[src/rtl/instr_fetch_unit.sv]
// Instruction fetch unit: issues one-at-a-time instruction memory reads from
// a sequential PC, buffers returned words through a one-entry skid so decode
// back-pressure never loses data, and flushes/restarts on redirect.
module instr_fetch_unit #(
   parameter int unsigned         PC_WIDTH = 32,
   parameter int unsigned         IWIDTH   = 32,
   parameter logic [PC_WIDTH-1:0] RESET_PC = '0
) (
   input  logic                f_i_clk,
   input  logic                f_i_rst,
   input  logic                f_i_stall,
   input  logic                f_i_redirect,
   input  logic [PC_WIDTH-1:0] f_i_redirect_pc,
   output logic                f_o_imem_req,
   output logic [PC_WIDTH-1:0] f_o_imem_addr,
   input  logic                f_i_imem_ack,
   input  logic                f_i_imem_rvalid,
   input  logic [IWIDTH-1:0]   f_i_imem_rdata,
   output logic                f_o_ce,
   output logic [IWIDTH-1:0]   f_o_instr,
   output logic [PC_WIDTH-1:0] f_o_pc,
   output logic [PC_WIDTH-1:0] f_o_pc_plus4
);

   localparam logic [PC_WIDTH-1:0] PC_STEP = PC_WIDTH'(4);

   // request side state
   logic [PC_WIDTH-1:0] fetch_pc;
   logic [PC_WIDTH-1:0] req_pc;
   logic                outstanding;
   logic                drop;

   // one-entry skid buffer
   logic                skid_valid;
   logic [IWIDTH-1:0]   skid_instr;
   logic [PC_WIDTH-1:0] skid_pc;

   // output register towards decode
   logic                out_ce;
   logic [IWIDTH-1:0]   out_instr;
   logic [PC_WIDTH-1:0] out_pc;
   logic [PC_WIDTH-1:0] out_pc4;

   // per-cycle decisions
   logic                out_free;
   logic                resp;
   logic                resp_live;
   logic                resp_to_out;
   logic                skid_fill;
   logic                req;
   logic                accept;
   logic [PC_WIDTH-1:0] redirect_target;

   // Routing of responses and the request qualification. A request may only
   // be raised when the response it will produce is guaranteed a home: the
   // skid is empty and nothing is landing in it this cycle.
   always_comb begin
      out_free        = ~out_ce | ~f_i_stall;
      resp            = f_i_imem_rvalid & outstanding;
      resp_live       = resp & ~drop & ~f_i_redirect;
      resp_to_out     = resp_live & out_free & ~skid_valid;
      skid_fill       = resp_live & ~resp_to_out;
      req             = ~f_i_rst & ~skid_valid & ~skid_fill &
                        (~outstanding | (f_i_imem_rvalid & ~drop));
      accept          = req & f_i_imem_ack;
      redirect_target = {f_i_redirect_pc[PC_WIDTH-1:2], 2'b00};
   end

   // Fetch PC, outstanding-request tracking and stale-response drop flag.
   always_ff @(posedge f_i_clk) begin
      if (f_i_rst) begin
         fetch_pc    <= RESET_PC;
         req_pc      <= '0;
         outstanding <= 1'b0;
         drop        <= 1'b0;
      end else begin
         if (accept) begin
            req_pc      <= fetch_pc;
            outstanding <= 1'b1;
         end else if (resp) begin
            outstanding <= 1'b0;
         end

         if (f_i_redirect) begin
            fetch_pc <= redirect_target;
            // any request still in flight after this edge belongs to the
            // abandoned path, whether it was accepted now or earlier
            drop     <= accept | (outstanding & ~f_i_imem_rvalid);
         end else begin
            if (accept)
               fetch_pc <= fetch_pc + PC_STEP;
            if (resp && drop)
               drop <= 1'b0;
         end
      end
   end

   // Skid buffer: catches a live response that cannot enter the output.
   always_ff @(posedge f_i_clk) begin
      if (f_i_rst) begin
         skid_valid <= 1'b0;
         skid_instr <= '0;
         skid_pc    <= '0;
      end else if (f_i_redirect) begin
         skid_valid <= 1'b0;
      end else if (skid_fill) begin
         skid_valid <= 1'b1;
         skid_instr <= f_i_imem_rdata;
         skid_pc    <= req_pc;
      end else if (out_free) begin
         skid_valid <= 1'b0;
      end
   end

   // Output register: refilled from skid first, then from a live response.
   always_ff @(posedge f_i_clk) begin
      if (f_i_rst) begin
         out_ce    <= 1'b0;
         out_instr <= '0;
         out_pc    <= '0;
         out_pc4   <= PC_STEP;
      end else if (f_i_redirect) begin
         out_ce <= 1'b0;
      end else if (out_free) begin
         if (skid_valid) begin
            out_ce    <= 1'b1;
            out_instr <= skid_instr;
            out_pc    <= skid_pc;
            out_pc4   <= skid_pc + PC_STEP;
         end else if (resp_to_out) begin
            out_ce    <= 1'b1;
            out_instr <= f_i_imem_rdata;
            out_pc    <= req_pc;
            out_pc4   <= req_pc + PC_STEP;
         end else begin
            out_ce <= 1'b0;
         end
      end
   end

   assign f_o_imem_req  = req;
   assign f_o_imem_addr = fetch_pc;
   assign f_o_ce        = out_ce;
   assign f_o_instr     = out_instr;
   assign f_o_pc        = out_pc;
   assign f_o_pc_plus4  = out_pc4;

endmodule

[config.mk]
export PLATFORM = sky130hd
export DESIGN_NAME = instr_fetch_unit
export DESIGN_NICKNAME = d
export VERILOG_FILES = /design/src/rtl/instr_fetch_unit.sv
export SDC_FILE = /design/constraint.sdc
export NUM_CORES = 1
export LEC_CHECK = 0
export ABC_AREA = 1
export ABC_CLOCK_PERIOD_IN_PS = 2290
export BUFFER_PORTS_ARGS = -buffer_cell sky130_fd_sc_hd__buf_2
export CELL_PAD_IN_SITES_DETAIL_PLACEMENT = 1
export CELL_PAD_IN_SITES_GLOBAL_PLACEMENT = 1
export CORE_ASPECT_RATIO = 1.75
export CORE_MARGIN = 2
export CORE_UTILIZATION = 40
export CTS_CLUSTER_DIAMETER = 30
export DETAILED_ROUTE_END_ITERATION = 12
export GPL_TIMING_DRIVEN = 0
export PLACE_DENSITY = 0.93
export SYNTH_ARGS = -nofsm -noshare
export SYNTH_HDL_FRONTEND = slang
export SYNTH_SLANG_ARGS = --single-unit
export TNS_END_PERCENT = 50
[constraint.sdc]
create_clock -name f_i_clk -period 2.29 [get_ports f_i_clk]
set_input_delay 0.5725 -clock f_i_clk [delete_from_list [all_inputs] [get_ports f_i_clk]]
set_output_delay 0.5725 -clock f_i_clk [all_outputs]
set_load 0.03 [all_outputs]
==> Yosys cells after proc, flatten, opt, wreduce, memory -nomap -nowiden <==
Index checks and enable logic that the tools add are counted.
{ "totals": {"ff_bits": 228, "latchBits": 0, "ram_bits": 0, "rom_bits": 0, "input_bits": 70, "out_inout_bits": 130, "wordCells": 65, "mem_count": 0} }
{ "classes": {"add_sub_neg": 3, "multipliers": 0, "div_mod_pow": 0, "order_cmp": 0, "n_eq_ne": 0, "n_shift": 0, "mux": 16, "bitwise": 25, "n_reduce_logical": 9} }
{ "ops": {"columns": ["op", "count"], "rows": [
  ["two-way mux 32 bit", 8],
  ["adder 32 x 3 -> 32 bit, second input constant", 3],
  ["bitwise AND 1 bit", 12],
  ["inverter 1 bit", 10],
  ["nonzero test 2 bit", 5],
  ["two-way mux 1 bit", 8],
  ["OR 1 bit", 3],
  ["AND reduction 3 bit", 1],
  ["AND reduction 2 bit", 1],
  ["OR reduction 2 bit", 1],
  ["logical AND 1 bit", 1]
]} }

==> Depth between registers and ports, before layout <==
Gate-level depths: netlist of the first run.
{ "logic_depth": {"word_depth": 13, "mapped_depth": 15} }

==> Worst setup path before layout of the first run <==
OpenSTA, ideal clock, no wires.
{ "synth_timing": {"path_kind": "input port to output port", "startpoint": "input f_i_imem_rvalid", "endpoint": "output f_o_imem_req", "t_arrival_ps": 1344, "required_ps": 1717, "path_slack_ps": 373, "stages": 5, "cell_sequence": "nand2_1 -> nor3_2 -> o21ai_2 -> nand2_1 -> clkinv_1"} }
{ "synth_between": {"elab_chain_cells": 10} }
{ "synth_lines": {"columns": ["item", "line", "rtl"], "rows": [
  ["start, declared", "17", "input logic f_i_imem_rvalid,"],
  ["bitwise AND 1 bit", "59", "resp = f_i_imem_rvalid & outstanding;"],
  ["bitwise AND 1 bit (2 in a row)", "60", "resp_live = resp & ~drop & ~f_i_redirect;"],
  ["bitwise AND 1 bit (2 in a row)", "61", "resp_to_out = resp_live & out_free & ~skid_valid;"],
  ["inverter 1 bit", "62", "skid_fill = resp_live & ~resp_to_out;"],
  ["bitwise AND 1 bit", "62", null],
  ["inverter 1 bit", "63", "req = ~f_i_rst & ~skid_valid & ~skid_fill &"],
  ["bitwise AND 1 bit", "63", null],
  ["bitwise AND 1 bit *", "63", null],
  ["end, declared", "14", "output logic f_o_imem_req,"]
]} }
Mark *: on every way between the ends. The rest lies on a longest branch, timed or not.

==> Worst setup path in the final report of the first run <==
{ "layout_timing": {"startpoint": "register skid_valid", "endpoint": "register out_instr[26], in the netlist f_o_instr[26]"} }
{ "layout_between": {"elab_chain_cells": 4} }
{ "layout_lines": {"columns": ["item", "line", "rtl"], "rows": [
  ["start, declared", "34", "logic skid_valid;"],
  ["start signal, assigned", "101", "skid_valid <= 1'b0;"],
  ["start signal, assigned", "105", "skid_valid <= 1'b0;"],
  ["start signal, assigned", "107", "skid_valid <= 1'b1;"],
  ["inverter 1 bit", "61", null],
  ["bitwise AND 1 bit", "61", null],
  ["nonzero test 2 bit (no line)", null, null],
  ["AND reduction 3 bit (no line)", null, null],
  ["end signal, assigned", "127", "out_instr <= skid_instr;"],
  ["end signal, assigned", "132", "out_instr <= f_i_imem_rdata;"],
  ["end, declared", "40", "logic [IWIDTH-1:0] out_instr;"]
]} }
Several ways; a longest one is shown, not always the timed one.
A chain may end at the register's enable or synchronous reset.

==> flow_summary.yaml, run 1 <==
status:
  status: "complete, but fails checks"
  failed_checks: "setup timing"
die:
  die_height_um: 217
  dieArea_um2: 27400
  start_util: 0.404
  fp-row-count: 78
  coreArea_um2: 25800
  die_w_um: 126
  io_pins: 200
placed_design:
  dp_cells: 1984
  dp_slack_ns: -0.252
  gp_congestion: 0.941
  portBuffers: 189
  dp_hpwl_um: 29900
synthesis:
  yosysWarnings: 0
  synth_top_area_share: 0.420
  syn_inst: 1470
  synth_cell_types: 43
  synth.cell_area_um2: 10400
  yosys.area_share.simple: 0.239
  synth_xor_area_frac: 0.0211
  synth_area_leader_cell: "dfxtp_1"
  synth.avg_cell_area_um2: 7.07
  synth_compound_area_frac: 0.205
  synth.area.mux_share: 0
  seq_area_frac_synth: 0.420
  synthTopCellsByArea: "dfxtp_1, nand2_1, o21ai_0"
  synth_seq_cells: 218
  synth-adder-area-share: 0.00241
  synth_top_family_by_area: "simple AND/OR/NAND/NOR gates"
detailed_routing:
  drc_errors: 0
  drt_iter0_drc: 761
  avgRoutedWirePerCell_um: 21.0
  ant_nets: 0
  vias: 11452
  totalWireLength_um: 43000
  viasPerCell: 5.60
  drtPass1Iterations: 5
layout:
  area_growth_pct: 24.4
  fillCellCount: 3345
  final_core_util: 0.502
  layoutNonFillerInstCount: 2046
  nets: 1771
  final_layout_size_suffix_gt1_frac: 0.221
clock_network:
  cts_hold_repair.buffers: 0
  cts_root_buf: "clkbuf_16"
  htreeDepth: 1
  cts_buffers: 31
  cts.sinks: 218
  clockBufferDepth: 3
  clkTransAtPathRegs_ns: 0.07
  clock_latency_ns: 0.57
  cts_tree: "yes"
grt:
  grt_pass1_vias: 12126
  grt_pass1_wl_um: 65200
  grt_max_degree: 15
  grtUsageTotal: 0.299
  antenna_found_initial: 3
  gr-usage-met1: 0.296
  grt_util_met3: 0.0411
  busiest_layer: "met2"
  grt-ovfl-total: 0
  use_met2: 0.563
sta:
  slew_headroom: 0.472
  rsz0062_at_grt: "true"
  layout_min_cycle_time_ns: 2.33
  clock_skew_ns: 0.0178
  fin_ws_ns: -0.0400
  worstMarginPinSlew_ns: 0.791
  final_max_slew_viol_count: 0
  setup_viol: 4
  hold_viol: 0
  fmax_mhz: 429
  fin_crit_sh: 1.02
pwr:
  p_comb_frac: 0.085
  total_power_w: 0.00976
  leakagePower_nw: 5.49
  p_per_area_nw_per_um2: 755
  p_int_w: 0.00704
  swShare: 0.279
  ir_drop_mv: 0.566
  power.share.clock: 0.507
  seqPwrFrac: 0.408
  switchingPower_w: 0.00272
min_path:
  min_path_type: "in2reg"
setup_path:
  cp.required_ns: 2.70
  crit_path_end_kind: "flip-flop"
  path_class: "reg2reg"
  worstPathArrival_ns: 2.74
  start_kind: "flip-flop"
  cp_max_fo: 10
job:
  maxCapViolations: 0
## layer usage
layer / vias to the layer above / share of wire / routed length (um)
met5: - / 0 / 0
met4: 0 / 0.076 / 3260
met3: 202 / 0.049 / 2120
met2: 520 / 0.53 / 22600
met1: 5515 / 0.35 / 15000
li1: 5215 / - / -
## final timing paths
| check | slack [ns] | cells after the start | startpoint | endpoint |
|---|---|---|---|---|
| worst max-delay path | -0.04 | 9 | skid_valid | f_o_instr[26] |
| worst min-delay path | 0.28 | 3 | f_i_imem_rdata[3] | f_o_instr[3] |
| worst max register to register | -0.04 | 9 | skid_valid | f_o_instr[26] |
| worst min register to register | 0.45 | 2 | skid_pc[24] | skid_pc[24] |
## cell usage after synthesis
| cell type | number |
|---|---|
| a21oi_2 | 1 |
| xor2_1 | 19 |
| or2_2 | 1 |
| ha_1 | 2 |
| nor2_8 | 1 |
| nand2_1 | 280 |
| o21ai_2 | 20 |
| clkbuf_2 | 1 |
| clkbuf_1 | 51 |
| o21ai_0 | 158 |
| buf_1 | 5 |
| o211ai_1 | 2 |
| inv_1 | 180 |
| o21a_1 | 3 |
| nor3_1 | 21 |
| a21oi_1 | 123 |
| inv_2 | 7 |
| nor3_2 | 2 |
| buf_8 | 1 |
| a211oi_1 | 20 |
| nand2_2 | 15 |
| nor2_1 | 142 |
| buf_2 | 20 |
| o21ai_4 | 1 |
| xnor2_1 | 6 |
| nor2_2 | 10 |
| buf_4 | 9 |
| nand3_1 | 58 |
| a31oi_1 | 41 |
| a22oi_1 | 2 |
| nand3_4 | 1 |
| clkinv_1 | 1 |
| dfxtp_1 | 218 |
| o21ai_1 | 10 |
| o211a_1 | 2 |
| conb_1 | 1 |
| nand4_1 | 11 |
| nor3_4 | 1 |
| buf_6 | 4 |
| buf_12 | 1 |
| nand2_4 | 4 |
| nand3_2 | 5 |
| nor2_4 | 9 |
## worst max-delay path, stage by stage, from the launching register on
cell	delay (ns)
dfxtp_1	0.35
buf_6	0.19
inv_2	0.07
buf_8	0.15
nand2_1	0.08
nand2_1	0.20
inv_1	0.15
buf_2	0.33
clkbuf_1	0.45
a31oi_1	0.19
## sequential cells by signal, summed over array words and instances, names as in the netlist
| name | cells |
|---|---|
| f_o_ce | 1 |
| skid_valid | 1 |
| f_o_imem_addr | 30 |
| skid_instr | 32 |
| skid_pc | 30 |
| f_o_pc_plus4 | 30 |
| outstanding | 1 |
| drop | 1 |
| f_o_pc | 30 |
| req_pc | 30 |
| f_o_instr | 32 |
## layout by cell type, fill, tap and decap left out, types with 3 or more instances in the layout
cell type and n:
buf_6 3, nor2_1 138, o21ai_1 11, o21ai_2 19, clkinvlp_4 5, clkbuf_2 7
nand4_1 11, buf_1 4, clkbuf_1 49, a31oi_1 41, o21a_1 3, diode_2 3
nand2_2 20, nand3_2 4, buf_4 12, a21oi_1 123, xor2_1 19, buf_8 3
inv_2 8, nor2_2 13, dfxtp_1 216, a211oi_1 20, buf_2 207, inv_6 8
xnor2_1 6, nor3_4 3, nand2_1 275, nand2_4 4, inv_1 179, nor2_4 10
clkbuf_16 31, bufinv_16 3, nor3_1 20, o21ai_0 157, nand3_1 58, conb_1 6
## cell families after synthesis
| logic type | after synthesis |
|---|---|
| compound gates | 383 |
| xor+xnor | 25 |
| fa+ha+maj | 2 |
| buf+inv | 280 |
| flops | 218 |
| other cells | 1 |
| simple gates | 561 |
## layout make-up
type | instances | area (um2) | area share
multi-input combinational | 977 | 4950 | 0.382
sequential | 218 | 4370 | 0.338
timing repair buffer | 191 | 963 | 0.0745
clock buffer | 35 | 801 | 0.0619
inverter | 188 | 708 | 0.0547
buffer | 92 | 484 | 0.0374
tap | 320 | 400 | 0.0310
clock inverter | 22 | 259 | 0.0200
antenna | 3 | 7.51 | 0.000580
## power by group through the flow
stage                     Sequential, W  Clock (W)  Combinational (W)
final                           0.00398    0.00495           0.000833
after global routing            0.00399    0.00513           0.000896
after CTS                       0.00398    0.00496           0.000812
after detailed placement        0.00406          0           0.000789
after global placement          0.00405          0           0.000758
after floorplan                 0.00413          0           0.000397
## through the flow
step | area [um2] | setup TNS (ns) | hold slack, ns
floorplan | 10400 | 0 | 0.424
global route | 12900 | -0.772 | 0.295
CTS | 12900 | 0 | 0.277
finish | 12900 | -0.0923 | 0.285
detailed placement | 11800 | -18.31 | 0.437
global placement | 11800 | -11.28 | 0.432
## what timing repair did
item,CTS,global route
gates resized for setup,9,27
endpoints found under the setup margin,4,46
pin swaps,1,3
buffers inserted,1,1
No activity file was read; power rests on OpenSTA's default activity.
==> run 2: changes to the inputs <==
CORE_MARGIN = default   (was 2)
GPL_ROUTABILITY_DRIVEN = 0   (was default)
==> run 2 against run 1 <==
The run still ends with setup timing left. First-iteration DRC count shrank 0.53%. Final cell count is essentially flat. Flip-flop and latch count is the same. Sequential share of layout area is essentially flat. Clock skew shrank 0.0032 ns. Die area shrank 2.5%. Design area shrank 0.13%. Worst setup slack lost 0.057 ns. Non-clock buffer count is the same.
==> flow_summary.yaml, run 2 (synthesis gave the netlist of run 1 again) <==
sta:
  clock_skew_ns: 0.0147
  slew_headroom: 0.472
  worstMarginPinSlew_ns: 0.784
  whs_ns: 0.274
  hold_viol: 0
  setup_viol: 11
  layout_min_cycle_time_ns: 2.39
  final_max_slew_viol_count: 0
  rsz0062_at_grt: "true"
  fin_ws_ns: -0.0966
  fmax_mhz: 419
  fin_crit_sh: 1.04
pwr:
  p_per_area_nw_per_um2: 751
  ir_drop_mv: 0.670
  leakagePower_nw: 5.51
  total_power_w: 0.00971
grt:
  grt_pass1_wl_um: 65800
  grtUsageTotal: 0.320
  grt-ovfl-total: 0
  grt_pass1_vias: 12450
  antenna_found_initial: 6
  grt_max_degree: 16
placed_design:
  dp_hpwl_um: 29600
  place_area_um2: 11800
  dp_slack_ns: -0.329
  dp_cells: 1980
  portBuffers: 189
detailed_routing:
  totalWireLength_um: 43500
  drc_errors: 0
  vias: 11606
  viasPerCell: 5.68
  avgRoutedWirePerCell_um: 21.2
  ant_nets: 0
  drtPass1Iterations: 6
  drt_iter0_drc: 757
setup_path:
  r2r_slack_ns: -0.1
  cp.required_ns: 2.72
  path_class: "reg2reg"
  worstPathArrival_ns: 2.82
  start_kind: "flip-flop"
  crit_path_end_kind: "flip-flop"
  cp_max_fo: 10
die:
  die_height_um: 215
  start_util: 0.409
  dieArea_um2: 26700
  fp-row-count: 77
  coreArea_um2: 25400
  die_w_um: 124
  io_pins: 200
layout:
  fin_area_um2: 12900
  final_common_cell: "nand2_1"
  nets: 1771
  area_growth_pct: 24.3
  layoutNonFillerInstCount: 2045
  final_layout_size_suffix_gt1_frac: 0.222
  layout_common_cells: "nand2_1, dfxtp_1, buf_2"
clock_network:
  clock_latency_ns: 0.58
  clkTransAtPathRegs_ns: 0.07
  clockBufferDepth: 3
  cts_root_buf: "clkbuf_16"
  cts_tree: "yes"
  htreeDepth: 1
  cts_buffers: 31
  cts.sinks: 218
status:
  status: "complete, but fails checks"
  failed_checks: "setup timing"
min_path:
  min_path_type: "in2reg"
job:
  maxCapViolations: 0
## run 2: cell types whose count changed in the layout (fill, tap and decap cells not counted), sizes merged
cell	change
inv	+3
bufinv	-2
buf	-2
clkinvlp	-4
clkinv	+2
clkbuf	+3
diode	+3
## run 2: final timing paths
kind,start,endpoint,depth (start not counted)
worst max-delay path,f_o_ce,skid_instr[18],7
worst min-delay path,f_i_redirect_pc[8],f_o_imem_addr[8],3
worst max register to register,f_o_ce,skid_instr[18],7
worst min register to register,skid_instr[28],skid_instr[28],2
## run 2: what timing repair did
item / CTS / global route
resized for setup: 9 / 30
gates cloned: 0 / 0
setup endpoints to repair: 15 / 54
pin swaps: 1 / 2
buffers inserted: 1 / 1
hold buffers: 0 / 0
## run 2: stage by stage
| step | TNS (ns) | utilization |
|---|---|---|
| global placement | -12.74 | 0.462 |
| floorplan | 0 | - |
| CTS | -0.0160 | 0.505 |
| finish | -0.409 | 0.508 |
| global route | -1.27 | 0.508 |
| detailed placement | -27.40 | 0.462 |
## run 2: cell type report
cell class	count	area, um2
Timing Repair Buffer	191	963
Inverter	188	708
Multi-Input combinational cell	977	4940
Clock inverter	21	210
Tap cell	316	395
Fill cell	3337	12500
Sequential cell	218	4370
Buffer	92	484
Antenna cell	6	15.0
Clock buffer	36	835
## run 2: worst max-delay path: stages (launching register included)
cell and delay, ns:
dfxtp_1 0.36, nand2_1 0.11, inv_1 0.11, o21ai_4 0.19
buf_4 0.22, clkbuf_1 0.50, clkbuf_1 0.53, a21oi_1 0.20
## run 2: routing by layer
| metal | vias to the layer above | track usage | routed length, um |
|---|---|---|---|
| met5 | - | 0 | 0 |
| met1 | 5576 | 0.317 | 14900 |
| met4 | 0 | 0.250 | 3720 |
| met2 | 563 | 0.575 | 22400 |
| met3 | 244 | 0.0512 | 2410 |
| li1 | 5223 | - | - |
## run 2: report_power, final
part	internal [W]	switching [W]
logic	0.000237	0.000604
registers	0.00388	0.0000985
clock network	0.00281	0.00208
total	0.00692	0.00278
==> run 3: changes to the inputs <==
ABC_AREA = default   (was 1)
PLACE_DENSITY = 0.91   (was 0.93)
==> run 3 against run 2 <==
The run still ends with setup timing left. Register-to-register slack worse by 0.60 ns. Wire length up 28%. Power increased by 11%. Synthesized area decreased by 6.8%. Hold slack better by 0.011 ns. Via count grew 4.4%. Design area rose by 9.6%. Worst setup slack worse by 0.60 ns. Non-clock buffer count grew 79. Critical endpoint is now f_o_pc_plus4[26]. Largest cell class unchanged.
==> flow_summary.yaml, run 3 <==
clock_network:
  clockBufferDepth: 3
  cts_root_buf: "clkbuf_16"
  cts.sinks: 218
  clkTransAtPathRegs_ns: 0.07
  clock_latency_ns: 0.55
  cts_buffers: 37
  cts_tree: "yes"
  cts_hold_repair.buffers: 0
  htreeDepth: 2
die:
  coreArea_um2: 23800
  io_pins: 200
  die_height_um: 208
  dieArea_um2: 24900
  fp-row-count: 75
  start_util: 0.406
  die_w_um: 120
setup_path:
  slowest_delay_ns: 0.36
  critPathTopFamily: "buffers and inverters"
  r2r_end: "f_o_pc_plus4[26]"
  worstPathArrival_ns: 3.39
  crit_top_cell: "buf_12"
  path_buf_inv: 7
  path_cells: "buf_8 -> buf_12 -> buf_12 -> buf_12 -> buf_12 -> buf_12 -> mux2_4 -> ha_4 -> nand4b_1 -> a21oi_4 -> nand2_4 -> buf_4 -> o31ai_2 -> nand3_1"
  cp_max_fo: 8
  path_class: "reg2reg"
  timing.rr.start: "skid_valid"
  ff2ff_path_depth: 14
  r2r_slack_ns: -0.70
  worst_path_max_delay_cell: "dfxtp_4"
  cp.required_ns: 2.69
  start_kind: "flip-flop"
  crit_path_end_kind: "flip-flop"
layout:
  area_growth_pct: 46.1
  final_common_cell: "dfxtp_1"
  final_core_util: 0.594
  fin_area_um2: 14200
  fillCellCount: 2738
  final_layout_size_suffix_gt1_frac: 0.349
  layout_common_cells: "dfxtp_1, nand2_1, buf_2"
  nets: 1547
synthesis:
  ys.flop_type: "dfxtp_1"
  async_flop_share: 0
  yosysWarnings: 0
  synth_area_leader_cell: "dfxtp_1"
  synthTopCellsByArea: "dfxtp_1, nand2_1, a211oi_1"
  synth_edf_count: 0
  synth.cell_area_um2: 9690
  yosysMostFrequentCell: "nand2_1"
  synth_top_area_share: 0.451
  synth_seq_cells: 218
  syn_inst: 1168
  seq_area_frac_synth: 0.451
  ys_top_cells_by_count: "nand2_1, dfxtp_1, a21oi_1"
  synth.avg_cell_area_um2: 8.29
  synth_cell_types: 60
sta:
  rsz0062_at_grt: "true"
  clock_skew_ns: 0.0355
  hold_viol: 0
  slew_headroom: 0.214
  fin_tns_setup_ns: -33.95
  fmax_mhz: 335
  fin_crit_sh: 1.30
  setup_viol: 203
  fin_ws_ns: -0.698
  layout_min_cycle_time_ns: 2.99
  final_max_slew_viol_count: 0
  worstMarginPinSlew_ns: 1.18
pwr:
  total_power_w: 0.0108
  switchingPower_w: 0.00305
  leakagePower_nw: 5.40
  swShare: 0.283
  p_per_area_nw_per_um2: 762
  power.share.clock: 0.549
  p_comb_frac: 0.080
  p_int_w: 0.00773
  seqPwrFrac: 0.370
  ir_drop_mv: 0.759
placed_design:
  place_area_um2: 11100
  portBuffers: 189
  dp_hpwl_um: 26100
  dp_slack_ns: -1.22
detailed_routing:
  ant_nets: 0
  drtPass1Iterations: 6
  drt_iter0_drc: 1351
  viasPerCell: 6.68
  avgRoutedWirePerCell_um: 30.7
  totalWireLength_um: 55800
  vias: 12113
  drc_errors: 0
min_path:
  worstHoldStart: "f_i_imem_rdata[11]"
  hold_path_depth: 3
  min_to: "skid_instr[11]"
  min_path_type: "in2reg"
status:
  failed_checks: "setup timing"
  status: "complete, but fails checks"
job:
  maxCapViolations: 0
grt:
  grt_pass1_wl_um: 69400
  grt_pass1_vias: 12109
  grt-ovfl-total: 0
  antenna_found_initial: 2
  grtUsageTotal: 0.361
  grt_max_degree: 14
==> run 3: cell types whose count changed after synthesis, sizes merged, moves of 14 or more <==
cell / delta
inv: -179
a211oi: +62
clkbuf: +15
o21ai: -164
mux2i: +59
xnor2: +18
nand2: -73
or3: +14
a31oi: -40
nor2: -63
==> run 3: what timing repair did <==
item | in CTS | in global routing
gates cloned | 1 | 4
gates resized for setup | 101 | 238
buffers inserted | 43 | 32
setup endpoints to repair | 199 | 200
pin swaps | 29 | 76
==> run 3: cell families (layout without fill, tap and decap cells) <==
logic type | Yosys count | count (layout) | synth area share
flops | 218 | 218 | 0.451
compound gates | 263 | 263 | 0.174
other cells | 1 | 8 | 0.000387
buf+inv | 108 | 439 | 0.0510
simple gates | 479 | 479 | 0.225
fa+ha+maj | 2 | 2 | 0.00258
xor+xnor | 33 | 33 | 0.0298
mux | 64 | 64 | 0.0668
==> run 3: area by class of cell <==
class / count / area [um2] / area share
antenna: 2 / 5.00 / 0.000354
buffer: 97 / 721 / 0.0509
clock buffer: 45 / 1020 / 0.0719
clock inverter: 23 / 258 / 0.0182
inverter: 9 / 33.8 / 0.00239
multi-input combinational: 847 / 5710 / 0.403
sequential: 218 / 4370 / 0.309
tap: 308 / 385 / 0.0272
timing repair buffer: 265 / 1660 / 0.117
==> run 3: worst max-delay path by stage <==
stage / cells past startpoint / from / end / slack (ns)
after floorplan: 13 / skid_valid / f_o_pc_plus4[30] / -0.43
after CTS: 13 / skid_valid / f_o_pc_plus4[30] / -0.45
after global routing: 15 / skid_valid / f_o_pc_plus4[26] / -0.71
after global placement: 13 / skid_valid / f_o_pc_plus4[24] / -1.13
after detailed placement: 13 / skid_valid / f_o_pc_plus4[24] / -1.22
final: 14 / skid_valid / f_o_pc_plus4[26] / -0.70
==> run 3: metal layers <==
| layer | global-route usage | vias to the layer above | wire length [um] |
|---|---|---|---|
| met1 | 0.356 | 5786 | 17700 |
| met2 | 0.641 | 1085 | 27000 |
| met5 | 0 | - | 0 |
| met3 | 0.0797 | 493 | 5160 |
| met4 | 0.285 | 0 | 5970 |
| li1 | - | 4749 | - |
==> run 3: power by group through the flow <==
stage / clock [W] / sequential [W] / combinational [W]
global placement: 0 / 0.00404 / 0.000626
global route: 0.00603 / 0.00400 / 0.000888
CTS: 0.00573 / 0.00397 / 0.000695
finish: 0.00593 / 0.00400 / 0.000866
detailed placement: 0 / 0.00405 / 0.000645
floorplan: 0 / 0.00413 / 0.000295
==> run 3: metrics by stage <==
step,hold WS (ns),std cells
3_5_place_dp,0.442,1670
4_1_cts,0.292,1781
2_1_floorplan,0.436,1173
5_1_grt,0.294,1813
3_3_place_gp,0.430,1670
6_report,0.285,1814
==> run 3: worst register-to-register path, stage by stage, from the launching register on <==
cell,delay (ns)
dfxtp_4,0.36
buf_8,0.14
buf_12,0.14
buf_12,0.14
buf_12,0.13
buf_12,0.13
buf_12,0.12
mux2_4,0.21
ha_4,0.16
nand4b_1,0.23
a21oi_4,0.28
nand2_4,0.13
buf_4,0.17
o31ai_2,0.33
nand3_1,0.16
